File: src/rtl/coffee_order_scheduler.sv
// Order front-end for the coffee brewer: two-port round-robin intake, order FIFO, brew sequencer.
// Optional served-order counter is built only when ORDER_STATS_EN is defined.
module coffee_order_scheduler #(
  parameter int DEPTH   = 4,
  parameter int TIMEOUT = 1000000
) (
  input  logic                       clk,
  input  logic                       reset,
  input  logic                       panel_valid,
  input  logic [1:0]                 panel_sel,
  output logic                       panel_ready,
  input  logic                       app_valid,
  input  logic [1:0]                 app_sel,
  output logic                       app_ready,
  output logic                       brew_start,
  output logic [1:0]                 brew_sel,
  input  logic                       brew_done,
  output logic                       order_done,
  output logic                       done_src,
  output logic                       busy,
  output logic [$clog2(DEPTH+1)-1:0] queue_count,
  output logic                       timeout_err,
  input  logic                       err_clear,
  output logic [15:0]                served_total,
  output logic [2:0]                 dbg_state
);

  localparam int AW = (DEPTH > 1) ? $clog2(DEPTH) : 1;
  localparam int CW = $clog2(DEPTH + 1);
  localparam int TW = $clog2(TIMEOUT + 1);

  typedef enum logic [2:0] {
    S_IDLE      = 3'd0,
    S_LAUNCH    = 3'd1,
    S_WAIT_DONE = 3'd2,
    S_RELEASE   = 3'd3,
    S_ERROR     = 3'd4
  } state_t;

  // Handshake: an order transfers on a port in any cycle where valid and ready
  // are both high at the rising edge; ready depends only on valid and the
  // registered free space, never on the pop happening in that cycle.

  state_t          state;
  logic [2:0]      mem [DEPTH];
  logic [AW-1:0]   wr_ptr;
  logic [AW-1:0]   rd_ptr;
  logic [CW-1:0]   count;
  logic [CW-1:0]   free_slots;
  logic            rr_app;
  logic            src_q;
  logic [TW-1:0]   wd_cnt;
  logic            panel_acc;
  logic            app_acc;
  logic            first_is_app;
  logic [2:0]      first_entry;
  logic [2:0]      second_entry;
  logic [1:0]      n_push;
  logic            pop;
  logic [2:0]      head;

  assign free_slots  = CW'(DEPTH) - count;
  assign queue_count = count;
  assign head        = mem[rd_ptr];
  assign pop         = (state == S_LAUNCH);
  assign busy        = (state != S_IDLE);
  assign dbg_state   = state;

  always_comb begin
    panel_ready = 1'b0;
    app_ready   = 1'b0;
    if (free_slots >= CW'(2)) begin
      panel_ready = 1'b1;
      app_ready   = 1'b1;
    end else if (free_slots == CW'(1)) begin
      // One slot left: a lone requester gets it, a contested slot goes to the favoured port.
      panel_ready = panel_valid && (!app_valid || !rr_app);
      app_ready   = app_valid && (!panel_valid || rr_app);
    end
  end

  assign panel_acc    = panel_valid && panel_ready;
  assign app_acc      = app_valid && app_ready;
  assign first_is_app = app_acc && (!panel_acc || rr_app);
  assign first_entry  = first_is_app ? {1'b1, app_sel} : {1'b0, panel_sel};
  assign second_entry = first_is_app ? {1'b0, panel_sel} : {1'b1, app_sel};
  assign n_push       = {1'b0, panel_acc} + {1'b0, app_acc};

  always_ff @(posedge clk) begin
    if (n_push != 2'd0) mem[wr_ptr] <= first_entry;
    if (n_push == 2'd2) mem[wr_ptr + AW'(1)] <= second_entry;
  end

  always_ff @(posedge clk or posedge reset) begin
    if (reset) begin
      wr_ptr <= '0;
      rd_ptr <= '0;
      count  <= '0;
      rr_app <= 1'b0;
    end else begin
      wr_ptr <= wr_ptr + AW'(n_push);
      rd_ptr <= rd_ptr + AW'(pop);
      count  <= count + CW'(n_push) - CW'(pop);
      if (panel_valid && app_valid) rr_app <= ~rr_app;
    end
  end

  always_ff @(posedge clk or posedge reset) begin
    if (reset) begin
      state       <= S_IDLE;
      brew_start  <= 1'b0;
      brew_sel    <= 2'b00;
      order_done  <= 1'b0;
      done_src    <= 1'b0;
      timeout_err <= 1'b0;
      src_q       <= 1'b0;
      wd_cnt      <= '0;
    end else begin
      brew_start <= 1'b0;
      order_done <= 1'b0;
      case (state)
        S_IDLE: begin
          if (count != '0) begin
            state      <= S_LAUNCH;
            brew_start <= 1'b1;
            brew_sel   <= head[1:0];
            src_q      <= head[2];
          end
        end
        S_LAUNCH: begin
          state  <= S_WAIT_DONE;
          wd_cnt <= '0;
        end
        S_WAIT_DONE: begin
          if (brew_done) begin
            order_done <= 1'b1;
            done_src   <= src_q;
            state      <= S_RELEASE;
          end else if (wd_cnt == TW'(TIMEOUT - 1)) begin
            state       <= S_ERROR;
            timeout_err <= 1'b1;
          end else begin
            wd_cnt <= wd_cnt + TW'(1);
          end
        end
        S_RELEASE: begin
          // A level-style done must drop before the next order can complete.
          if (!brew_done) state <= S_IDLE;
        end
        S_ERROR: begin
          if (err_clear) begin
            state       <= S_IDLE;
            timeout_err <= 1'b0;
          end
        end
        default: state <= S_IDLE;
      endcase
    end
  end

`ifdef ORDER_STATS_EN
  always_ff @(posedge clk or posedge reset) begin
    if (reset) begin
      served_total <= 16'h0000;
    end else if ((state == S_WAIT_DONE) && brew_done && (served_total != 16'hFFFF)) begin
      served_total <= served_total + 16'h0001;
    end
  end
`else
  assign served_total = 16'h0000;
`endif

endmodule

File: config.mk
export PLATFORM = sky130hd
export DESIGN_NAME = coffee_order_scheduler
export DESIGN_NICKNAME = d
export VERILOG_FILES = /design/src/rtl/coffee_order_scheduler.sv
export SDC_FILE = /design/constraint.sdc
export NUM_CORES = 1
export LEC_CHECK = 0
export BUFFER_PORTS_ARGS = -buffer_cell sky130_fd_sc_hd__buf_2
export CORE_ASPECT_RATIO = 0.9
export CORE_MARGIN = 4
export CORE_UTILIZATION = 51
export DETAILED_ROUTE_END_ITERATION = 8
export GPL_TIMING_DRIVEN = 0
export PLACE_DENSITY = 0.81
export SLEW_MARGIN = 20
export SYNTH_ARGS = -nofsm -noshare
export SYNTH_HDL_FRONTEND = slang
export SYNTH_SLANG_ARGS = --single-unit
File: constraint.sdc
create_clock -name clk -period 2.94 [get_ports clk]
set_input_delay 0.147 -clock clk [delete_from_list [all_inputs] [get_ports clk]]
set_output_delay 0.147 -clock clk [all_outputs]
set_load 0.01 [all_outputs]
# [Yosys cells after proc, flatten, opt, wreduce, memory -nomap -nowiden]
# Memory sizes are Yosys's and may differ from the RTL's. A register that Yosys moved wholly into a read port is not among the register bits.
# Index checks and enable logic that the tools add are counted.
[totals] ff_bits=35 ram_bits=12 output_inout_bits=31 elab_cells=86 memories=1
[mem_list] name="mem" words=4 word_bits=3 rd=1 rd_ports_with_merged_regs=1 wr=2 line="45" rtl="logic [2:0] mem [DEPTH];"
[classes] add_sub_neg=8 magnitude_cmp=1 n_eq_ne=14 mux=27 n_bitwise=1 reduce_logical=24
[ops] operator="$mux 20" count=2
[ops] operator="$pmux 20 s2" count=1
[ops] operator="$mux 3" count=7
[ops] operator="$add 20x1->20 const B" count=1
[ops] operator="$eq 20x20->1 const B" count=1
[ops] operator="$mux 1" count=15
[ops] operator="$pmux 3 s5" count=1
[ops] operator="$ne 2x2->1 const B" count=6
[ops] operator="$reduce_and 4->1" count=2
[ops] operator="$eq 3x1->1 const B" count=2
[ops] operator="$eq 3x2->1 const B" count=2
[ops] operator="$logic_and 1x1->1" count=6
[ops] operator="$reduce_bool 2->1" count=3
[ops] operator="$reduce_bool 3->1" count=2
[ops] operator="$logic_not 1->1" count=4
[ops] operator="$reduce_and 2->1" count=2
[ops] operator="$add 3x2->3" count=1
[ops] operator="$eq 3x3->1 const B" count=1
[ops] operator="$ge 3x2->1 const B" count=1
[ops] operator="$logic_not 3->1" count=1
[ops] operator="$logic_or 1x1->1" count=3
[ops] operator="$ne 3x3->1 const B" count=1
[ops] operator="$reduce_and 3->1" count=1
[ops] operator="$sub 3x1->3" count=1
[ops] operator="other kinds (8)" count=8

# [Longest topological paths before layout]
# Gate-level depths: netlist (run 1).
[logic_depth] ltp_word=10 depth_mapped=15

# [Worst setup path after synthesis (run 1)]
# Ideal clock, no wire load.
[synth_timing] path_kind="flip-flop to flip-flop" start="reg count[0] (netlist: queue_count[0])" end="reg count[2] (netlist: queue_count[2])" setup_ns=0.123 t_arrival_ns=3.125 required_time_ns=2.817 path_slack_ns=-0.308 path_stages_with_launch=16 path_buffers=0 synth_period_minus_slack_ns=3.248 cell_sequence="dfrtp_1 > inv_1 > ha_1 > ha_1 > or3b_2 > a31o_2 > and2_1 > inv_1 > ha_1 > inv_1 > ha_1 > inv_1 > ha_1 > fa_1 > xnor2_1 > xnor2_1"
[synth_via] elab_chain_cells=8 elab_cells_between_ends=12
[synth_rtl] item="from (decl)" line="48" rtl="logic [CW-1:0] count;"
[synth_rtl] item="from (signal assigned)" line="103" rtl="count <= count + CW'(n_push) - CW'(pop);"
[synth_rtl] item="$sub 3x3->3 (*)" line="62" rtl="assign free_slots = CW'(DEPTH) - count;"
[synth_rtl] item="parallel branches: the longest is 2 deep, another holds $ge 3x2->1"
[synth_rtl] item="$mux 1 (*)" line="72" rtl="if (free_slots >= CW'(2)) begin"
[synth_rtl] item="via panel_ready" line="11" rtl="output logic panel_ready,"
[synth_rtl] item="$logic_and 1x1->1 (*)" line="82" rtl="assign panel_acc = panel_valid && panel_ready;"
[synth_rtl] item="$add 1x1->2 (*)" line="87" rtl="assign n_push = {1'b0, panel_acc} + {1'b0, app_acc};"
[synth_rtl] item="$add 3x2->3 (*)" line="103"
[synth_rtl] item="$sub 3x1->3 (*)" line="103"
# Mark *: on every way through the listed nets, which the timed path passes.
# A chain may end at the register's enable or synchronous reset.

# [Final worst setup path (run 1)]
[layout_timing] start="reg count[0] (netlist: queue_count[0])" end="reg count[2] (netlist: queue_count[2])"
[layout_via] elab_chain_cells=8 elab_cells_between_ends=12
[layout_rtl] item="parallel branches: the longest is 6 deep, another holds $sub 3x3->3"
[layout_rtl] item="$add 3x2->3 (*)" line="103"
[layout_rtl] item="$sub 3x1->3 (*)" line="103"
# Mark *: on every way between the ends.

==> flow_metrics.tcl, run 1 <==
set metrics [dict create \
    status "finished, violations left" \
    violations "negative setup slack" \
    end_kind "flip-flop" \
    syn_area_sq_um 2810 \
    chipHeight_um 78.4 \
    hold_violations 0 \
    synth_top_area_share_pct 33.8 \
    globalRouteOverflowTotal 0 \
    cts.htree.levels 2 \
    synth_top_area_cell "dfrtp_1" \
    regArea_sq_um 1310 \
    drtIter0Drc 129 \
    dr.pass1.iters 4 \
    finalCritPeriodShare_pct 102 \
    fp.dieW_um 86.3 \
    layout_setup_ws_ps -54.7 \
    post-route-min-period_ps 2990 \
    place_inst 368 \
    place.gp.congestion 0.804 \
    fin_cells 382 \
    routed_wl_mm 5.39 \
    first_global_vias 2082 \
    area_growth_pct 19.3 \
    remaining_drc_errors 0 \
    crit_arrival_ps 3190 \
    drive_above_1_share_pct 31.4 \
    yosysSeqAreaShare_pct 46.6 \
    powerDensity_nw_per_um2 901 \
    tightest_slew_ps 1040 \
    cp.required_ps 3130 \
    dp_hpwl_mm 3.91 \
    worstPathMaxFanout 3 \
    setup_tns_ps -54.7 \
    clock_path_buffers 2 \
    n_antenna_cell 0 \
    finalInstanceArea_sq_um 3350 \
    grt_setup_unrepaired "true" \
    grt_pass1_wl_mm 9.52 \
    nets 338 \
    ant_nets 0 \
    synthFlopType "dfrtp_1" \
    synth_edf_count 12 \
    wire_per_inst_um 14.1 \
    max_freq_mhz 334 \
    place_area_sq_um 3130 \
    fill_cells 435 \
    synth_area_leaders "dfrtp_1 34%, edfxtp_1 13%, ha_1 5.8%, mux2_2 4.8%, buf_4 4.3%" \
    grt_max_degree 21 \
    synth_warnings 0 \
    cts_buffers 5 \
    setup_viol_count_final 1 \
    finalMaxSlewViolations 0 \
    viasPerCell 5.29 \
    ir_worst_vdd_mv 0.593 \
    core_area_sq_um 5290 \
    vias 2022 \
    syn_avg_cell_area_sq_um 10.8 \
    cts.sinks 50 \
    row_count 25 \
    netlist-cell-type-count 46 \
    whs_path_depth 2 \
    clkLatencyLatePin_ps 300 \
    clockRootBuffer "clkbuf_8" \
    slew_headroom_pct 30.0 \
    dieArea_sq_um 6770 \
    portBuffers 24 \
    fin_util_pct 63.4 \
    fin_skew_ps 7.60 \
    antenna_found_initial 0 \
    drv_cap 0 \
    worst_setup_path_start_kind "flip-flop" \
    final_common_cell "dfrtp_1" \
    clkTransAtPathRegs_ps 100 \
    initial_core_util_pct 53.2 \
    power.leakage_nw 1.50 \
    critPathKind "reg -> reg" \
    ys_seq_elements 50 \
    synthArstFlopShare_pct 76.0 \
    grt_use_total_pct 17.5 \
    multi_input_area_sq_um 1440 \
    ios 41 \
    min_path_type "in -> reg" \
    r2r_cells 15 \
    synthCells 261 \
    layout_common_cells "38 x dfrtp_1, 27 x buf_2, 21 x nand2_1, 21 x buf_4, 16 x conb_1" \
    cts_tree "done" \
]
[power by group]
part	total (mW)	internal [mW]	switching, mW
Combinational	1.49	0.754	0.739
Sequential	1.12	0.980	0.141
Clock	0.408	0.168	0.240
Total	3.02	1.90	1.12
[path summary, 6_finish.rpt]
| kind | start | end | slack [ps] |
|---|---|---|---|
| max | queue_count[0]$_DFF_PP0_ | queue_count[2]$_DFF_PP0_ | -50 |
| min | err_clear | dbg_state[2]$_DFFE_PP0P_ | 40 |
| max reg2reg | queue_count[0]$_DFF_PP0_ | queue_count[2]$_DFF_PP0_ | -50 |
| min reg2reg | rr_app$_DFFE_PP0P_ | rr_app$_DFFE_PP0P_ | 500 |
| max in group asynchronous | reset | queue_count[0]$_DFF_PP0_ | 2100 |
| min in group asynchronous | reset | dbg_state[1]$_DFFE_PP0P_ | 390 |
[cells in the mapped netlist (all sizes together), types with 7 or more instances]
cell type / count
a21oi: 7
buf: 20
dfrtp: 38
edfxtp: 12
ha: 13
inv: 17
mux2: 12
mux2i: 10
nand2: 21
nand3: 12
nor2: 13
xnor2: 7
[timing repair]
item | 4_1_cts | 5_1_grt
endpoints found under the setup margin | 10 | 9
pin swaps | 7 | 0
hold buffers | 1 | 0
cloned | 0 | 0
resized for setup | 11 | 3
setup buffers | 5 | 0
hold endpoints to repair | 18 | 0
[layer usage]
| metal | track usage [%] | part of all wire [%] |
|---|---|---|
| met5 | 0 | 0 |
| met4 | 3.74 | 0.78 |
| met3 | 4.72 | 5.0 |
| met2 | 29.3 | 48 |
| met1 | 22.9 | 46 |
[registers in the layout, summed over array words and instances (netlist names)]
name and count:
brew_sel 2, dbg_state 3, src_q 1, brew_start 1, wd_cnt 20, done_src 1
mem 12, queue_count 3, timeout_err 1, wr_ptr 2, rd_ptr 2, order_done 1
rr_app 1
[critical path, stage by stage (launching register included)]
cell and delay (ps):
dfrtp_1 370, inv_2 60, ha_4 160, ha_4 260
or3b_4 390, a31o_4 220, and2_4 140, inv_2 60
ha_4 140, inv_4 30, ha_4 240, inv_2 40
ha_4 140, fa_2 360, xnor2_2 150, xnor2_1 120
[kinds of logic (layout without fill, tap and decap cells)]
| logic type | Yosys count | in the layout | share of synthesized area (%) |
|---|---|---|---|
| AOI/OAI and AO/OA | 33 | 33 | 7.88 |
| xor gates and xnor gates | 10 | 10 | 3.12 |
| adders and majority gates | 14 | 14 | 6.50 |
| buffers and inverters | 42 | 81 | 8.14 |
| DFF | 50 | 50 | 46.6 |
| muxes | 25 | 25 | 10.8 |
| other | 1 | 16 | 0.133 |
| and+or+nand+nor | 86 | 86 | 16.8 |
[area by class of cell]
class / instances / share of cell area, %
multi-input combinational: 184 / 43.0
sequential: 50 / 39.1
timing repair buffer: 31 / 5.82
buffer: 25 / 4.93
tap: 67 / 2.50
clock buffer: 5 / 2.05
inverter: 17 / 1.98
clock inverter: 3 / 0.597
[through the flow]
stage	hold slack, ps	total power [mW]	setup WS (ps)
floorplan	256	2.09	-118
global placement	358	2.36	-164
detailed placement	183	2.44	-181
CTS	29.6	3.03	-51.3
global route	24.3	3.27	-159
finish	40.5	3.02	-54.7
(Power assumes the default switching activity.)
==> run 2, diff against run 1 <==
--- a/config.mk
+++ b/config.mk
@@ -5,13 +5,14 @@
 export SDC_FILE = /design/constraint.sdc
 export NUM_CORES = 1
 export LEC_CHECK = 0
+export ABC_AREA = 1
 export BUFFER_PORTS_ARGS = -buffer_cell sky130_fd_sc_hd__buf_2
 export CORE_ASPECT_RATIO = 0.9
 export CORE_MARGIN = 4
-export CORE_UTILIZATION = 51
+export CORE_UTILIZATION = 40
 export DETAILED_ROUTE_END_ITERATION = 8
 export GPL_TIMING_DRIVEN = 0
-export PLACE_DENSITY = 0.81
+export PLACE_DENSITY = 0.67
 export SLEW_MARGIN = 20
 export SYNTH_ARGS = -nofsm -noshare
 export SYNTH_HDL_FRONTEND = slang
==> run 2 against run 1 <==
Against the previous run: the run now ends clean; non-clock buffer count decreased by 7; routed wire length increased by 27%; fmax increased by 7.5%; power increased by 0.14%; cell count increased by 49%; global-route usage decreased by 2.1 points; core utilization decreased by 16 points; first-iteration DRC count decreased by 13%; clock skew decreased by 3.5 ps; sequential power about the same; combinational power about the same; via count increased by 33%; critical path type unchanged; largest cell class unchanged.
==> flow_metrics.tcl, run 2 <==
set metrics [dict create \
    finalMaxSlewViolations 0 \
    dieArea_sq_um 9620 \
    crit_arrival_ps 2990 \
    dr.pass1.iters 5 \
    row_count 30 \
    power.leakage_nw 1.80 \
    ios 41 \
    fill_cells 767 \
    clockRootBuffer "clkbuf_8" \
    dp_hpwl_mm 5.37 \
    grt_pass1_wl_mm 11.9 \
    worst_setup_path_start_kind "flip-flop" \
    max_freq_mhz 359 \
    intPower_mw 1.71 \
    cp_common_cell "inv_1" \
    synthArstFlopShare_pct 76.0 \
    ir_worst_vdd_mv 0.465 \
    clkLatencyLatePin_ps 310 \
    globalRouteOverflowTotal 0 \
    ys_seq_elements 50 \
    crit_family "adder cells" \
    antenna_found_initial 0 \
    sw_frac_of_total_pct 43.4 \
    powerDensity_nw_per_um2 817 \
    regArea_sq_um 1310 \
    vias 2684 \
    cp_num_buf_inv 5 \
    finalCritPeriodShare_pct 94.8 \
    n_antenna_cell 0 \
    post-route-min-period_ps 2790 \
    yosys-top-cells-count "122 x nand2_1, 53 x inv_1, 47 x nor2_1" \
    slowest_stage "dfrtp_1" \
    p_sw_mw 1.31 \
    largest_reg_flops 20 \
    wire_per_inst_um 12.0 \
    remaining_drc_errors 0 \
    synth_warnings 0 \
    critPathKind "reg -> reg" \
    fin_skew_ps 4.06 \
    nets 497 \
    ant_nets 0 \
    finalInstanceArea_sq_um 3700 \
    drive_above_1_share_pct 17.1 \
    cts.htree.levels 2 \
    hold_violations 0 \
    regMostFlops "wd_cnt" \
    synthCells 423 \
    syn_area_sq_um 3250 \
    routed_wl_mm 6.82 \
    place.gp.congestion 0.912 \
    drtIter0Drc 112 \
    cts.sinks 50 \
    clkPwrFrac_pct 13.9 \
    layout_common_cells "121 x nand2_1, 52 x inv_1, 47 x nor2_1" \
    pwr-share-seq_pct 37.1 \
    place_area_sq_um 3570 \
    drv_cap 0 \
    cts_tree "done" \
    pwr-share-comb_pct 49.1 \
    synth_top_area_share_pct 29.3 \
    final_common_cell "nand2_1" \
    area_growth_pct 14.0 \
    worstPathMaxFanout 3 \
    clock_path_buffers 2 \
    synth_edf_count 12 \
    fp.dieW_um 103 \
    status "finished, final reports clean" \
    crit_path_cell_trace "inv_1 -> ha_1 -> ha_1 -> nand2_1 -> inv_1 -> nand2_1 -> a21oi_4 -> inv_1 -> ha_4 -> inv_1 -> ha_1 -> inv_1 -> ha_1 -> fa_1 -> xnor2_1" \
    synth_area_leaders "dfrtp_1 29%, nand2_1 14%, edfxtp_1 11%, nand3_1 6.3%, inv_1 6.1%" \
    core_area_sq_um 7730 \
    initial_core_util_pct 42.0 \
    min_path_type "in -> reg" \
    clkTransAtPathRegs_ps 100 \
    viasPerCell 4.71 \
    end_kind "flip-flop" \
    largestRegisters "wd_cnt (20), mem (12)" \
    cpPeakStageDelay_ps 390 \
    syn_avg_cell_area_sq_um 7.68 \
    setup_viol_count_final 0 \
    first_global_vias 2600 \
    grt_max_degree 22 \
    yosysSeqAreaShare_pct 40.4 \
    cp.required_ps 3140 \
    portBuffers 24 \
    fin_util_pct 47.9 \
    chipHeight_um 93.5 \
    grt_setup_unrepaired "false" \
    multi_input_area_sq_um 1640 \
    synth_top_area_cell "dfrtp_1" \
    synthMostInstantiatedCell "nand2_1" \
    cts_buffers 5 \
    grt_use_total_pct 15.4 \
    synthFlopType "dfrtp_1" \
    netlist-cell-type-count 36 \
]
run 2: cell types whose count changed after synthesis, sizes merged, moves of 6 or more:
cell,delta
nand2,+104
o21ai,+17
inv,+38
nand3,+31
mux2i,-10
mux2,-12
a31o,-6
xor2,+8
nor2,+39
run 2: layout make-up:
| type | count | share of cell area [%] |
|---|---|---|
| clock inverters | 3 | 0.541 |
| inverters | 55 | 5.58 |
| well taps | 96 | 3.25 |
| multi-input cells | 312 | 44.4 |
| flip-flops and latches | 50 | 35.5 |
| clock buffers | 5 | 1.86 |
| repair buffers | 28 | 4.67 |
| plain buffers | 21 | 4.26 |
run 2: worst min-delay path, stage by stage:
cell and delay (ps):
buf_2 130, inv_1 50, nor2_1 70
run 2: worst paths after layout:
kind	startpoint	endpoint	slack (ps)	cells past startpoint
worst max-delay path	queue_count[0]$_DFF_PP0_	queue_count[2]$_DFF_PP0_	150	15
worst min-delay path	brew_done	order_done$_DFF_PP0_	120	3
worst max register to register	queue_count[0]$_DFF_PP0_	queue_count[2]$_DFF_PP0_	150	15
worst min register to register	timeout_err$_DFFE_PP0P_	timeout_err$_DFFE_PP0P_	490	2
max in group asynchronous	reset	queue_count[1]$_DFF_PP0_	2100	4
min in group asynchronous	reset	done_src$_DFFE_PP0P_	380	3
run 2: cell families (layout without fill, tap and decap cells):
logic type,Yosys count,count (layout),share of synthesized area (%)
AND/OR/NAND/NOR,235,235,32.0
XOR/XNOR,16,16,4.32
AO/OA/AOI/OAI,31,31,6.32
flip-flops,50,50,40.4
buffers and inverters,76,112,11.2
other,1,16,0.115
adder cells (fa/ha/maj),14,14,5.63
run 2: what timing repair did:
| action | 4_1_cts | 5_1_grt |
|---|---|---|
| cloned | 0 | 0 |
| endpoints found under the setup margin | 2 | 2 |
| gates resized for setup | 0 | 3 |
| pin swaps | 1 | 1 |
| endpoints found under the hold margin | 17 | 0 |
| setup buffers | 1 | 1 |
| hold buffers | 1 | 0 |
run 2: routing by layer:
metal,wire (um),GRT usage [%],share of wire [%]
met5,0,0,0
met4,58,5.07,0.85
met3,269,2.83,3.9
met2,3240,26.2,48
met1,3250,19.5,48
run 2: through the flow:
stage	total power [mW]	hold WS (ps)	TNS, ps	std cells	worst slack (ps)
finish	3.03	125	0	570	154
global route	3.31	125	0	570	3.72
detailed placement	2.60	183	-68.5	559	-68.5
floorplan	2.17	276	0	438	95.7
global placement	2.53	453	0	558	1.81
CTS	3.02	119	0	569	72.3
run 2: power groups by stage:
| stage | combinational [mW] | clock (mW) | sequential [mW] |
|---|---|---|---|
| after floorplan | 1.04 | 0 | 1.13 |
| after global placement | 1.40 | 0 | 1.13 |
| after detailed placement | 1.46 | 0 | 1.13 |
| after CTS | 1.47 | 0.424 | 1.12 |
| after global routing | 1.70 | 0.462 | 1.15 |
| final | 1.48 | 0.420 | 1.12 |
==> run 3, diff against run 2 <==
--- a/config.mk
+++ b/config.mk
@@ -12,7 +12,7 @@
 export CORE_UTILIZATION = 40
 export DETAILED_ROUTE_END_ITERATION = 8
 export GPL_TIMING_DRIVEN = 0
-export PLACE_DENSITY = 0.67
+export PLACE_DENSITY_LB_ADDON = 0.05
 export SLEW_MARGIN = 20
 export SYNTH_ARGS = -nofsm -noshare
 export SYNTH_HDL_FRONTEND = slang
==> run 3 against run 2 <==
Against the previous run: global-route usage up 0.43 points; first-iteration DRC count up 25%; register-to-register slack about the same; sequential power about the same; clock power up 37%; via count up 1.4%; sequential share of layout area down 0.48 points; power up 6.8%; non-clock buffer count down 1; fmax up 0.29%; largest cell class unchanged.
==> flow_metrics.tcl, run 3 (synthesis results as in run 2) <==
set metrics [dict create \
    dieArea_sq_um 9620 \
    cpPeakStageDelay_ps 410 \
    cp_common_cell "inv_1" \
    crit_arrival_ps 2980 \
    ant_nets 0 \
    finalCritPeriodShare_pct 94.5 \
    layout_setup_ws_ps 162 \
    drv_cap 0 \
    cts_tree "done" \
    portBuffers 24 \
    dp_hpwl_mm 5.54 \
    vias 2722 \
    wire_per_inst_um 12.8 \
    cts_buffers 5 \
    grt_pass1_wl_mm 12.0 \
    powerDensity_nw_per_um2 862 \
    clkPwrFrac_pct 17.8 \
    max_freq_mhz 360 \
    critPathKind "reg -> reg" \
    end_kind "flip-flop" \
    min_path_type "in -> reg" \
    n_antenna_cell 0 \
    initial_core_util_pct 42.0 \
    nets 496 \
    routed_wl_mm 7.27 \
    pwr-share-comb_pct 47.4 \
    setup_viol_count_final 0 \
    worst_setup_path_start_kind "flip-flop" \
    dr.pass1.iters 4 \
    dp_worst_setup_slack_ps -140 \
    post-route-min-period_ps 2780 \
    viasPerCell 4.78 \
    sw_frac_of_total_pct 41.1 \
    ir_worst_vdd_mv 0.346 \
    crit_path_cell_trace "inv_1 -> ha_1 -> ha_4 -> nand2_1 -> inv_1 -> nand2_2 -> a21oi_4 -> inv_1 -> ha_4 -> inv_1 -> ha_1 -> inv_1 -> ha_1 -> fa_2 -> xnor2_1" \
    layout_common_cells "119 x nand2_1, 52 x inv_1, 47 x nor2_1" \
    cp.required_ps 3140 \
    ios 41 \
    p_sw_mw 1.33 \
    cts.sinks 50 \
    hold_violations 0 \
    chipHeight_um 93.5 \
    p_total_mw 3.23 \
    drtIter0Drc 140 \
    largestRegisters "wd_cnt (20), mem (12)" \
    area_growth_pct 15.5 \
    intPower_mw 1.90 \
    largest_reg_flops 20 \
    final_common_cell "nand2_1" \
    fin_util_pct 48.5 \
    pwr-share-seq_pct 34.8 \
    slowest_stage "dfrtp_1" \
    worstPathMaxFanout 4 \
    fin_skew_ps 6.67 \
    place.gp.congestion 0.843 \
    grt_max_degree 28 \
    row_count 30 \
    regMostFlops "wd_cnt" \
    clockRootBuffer "clkbuf_8" \
    cts.htree.levels 2 \
    fp.dieW_um 103 \
    core_area_sq_um 7730 \
    first_global_vias 2503 \
    remaining_drc_errors 0 \
    clkTransAtPathRegs_ps 90 \
    clock_path_buffers 2 \
    globalRouteOverflowTotal 0 \
    status "finished, final reports clean" \
    antenna_found_initial 0 \
    drive_above_1_share_pct 17.5 \
    finalMaxSlewViolations 0 \
    clkLatencyLatePin_ps 310 \
    grt_use_total_pct 15.8 \
    power.leakage_nw 1.82 \
]
-- run 3: layout make-up --
class	instances	area, sq um
clock inverters	3	63.8
fillers	777	3980
well taps	96	120
plain buffers	21	158
multi-input cells	312	1660
flip-flops and latches	50	1310
clock buffers	5	68.8
inverters	55	206
repair buffers	27	158
-- run 3: what timing repair did --
action / 4_1_cts / 5_1_grt
buffers inserted: 1 / 0
endpoints found under the hold margin: 11 / 0
pin swaps: 1 / 1
hold buffers: 1 / 0
gates resized for setup: 0 / 6
endpoints found under the setup margin: 2 / 2
-- run 3: worst paths after layout --
check,startpoint,end,slack [ps],cells past startpoint
max,queue_count[0]$_DFF_PP0_,queue_count[2]$_DFF_PP0_,160,15
min,brew_done,order_done$_DFF_PP0_,110,3
max reg2reg,queue_count[0]$_DFF_PP0_,queue_count[2]$_DFF_PP0_,160,15
min reg2reg,timeout_err$_DFFE_PP0P_,timeout_err$_DFFE_PP0P_,490,2
max in group asynchronous,reset,wd_cnt[5]$_DFFE_PP0P_,2150,4
min in group asynchronous,reset,queue_count[2]$_DFF_PP0_,330,3
-- run 3: routing by layer --
layer | vias up | global-route usage (%) | routed length [um]
li1 | 1411 | - | -
met1 | 1231 | 25.5 | 3980
met2 | 73 | 20.8 | 2770
met3 | 7 | 3.65 | 431
met4 | 0 | 3.99 | 88
met5 | - | 0 | 0
-- run 3: metrics by stage --
| step | hold slack, ps | setup TNS, ps | area, sq um | std cells |
|---|---|---|---|---|
| 2_1_floorplan | 276 | 0 | 3300 | 438 |
| 3_3_place_gp | 449 | -86.5 | 3540 | 558 |
| 3_5_place_dp | 118 | -206 | 3560 | 559 |
| 4_1_cts | 107 | 0 | 3710 | 569 |
| 5_1_grt | 115 | -19.7 | 3750 | 569 |
| 6_report | 112 | 0 | 3750 | 569 |
-- run 3: critical path: cells and delay by family (launching register included) --
family                   cells  cell delay, ps
flip-flops                   1             410
AND/OR/NAND/NOR              2             120
adder cells (fa/ha/maj)      6            1570
XOR/XNOR                     1             130
buffers and inverters        5             320
AO/OA/AOI/OAI                1             130
-- run 3: power by group through the flow --
stage / clock network, mW / registers [mW] / logic (mW)
floorplan: 0 / 1.13 / 1.04
global placement: 0 / 1.14 / 1.44
detailed placement: 0 / 1.14 / 1.47
CTS: 0.591 / 1.13 / 1.48
global route: 0.622 / 1.15 / 1.75
finish: 0.574 / 1.12 / 1.53
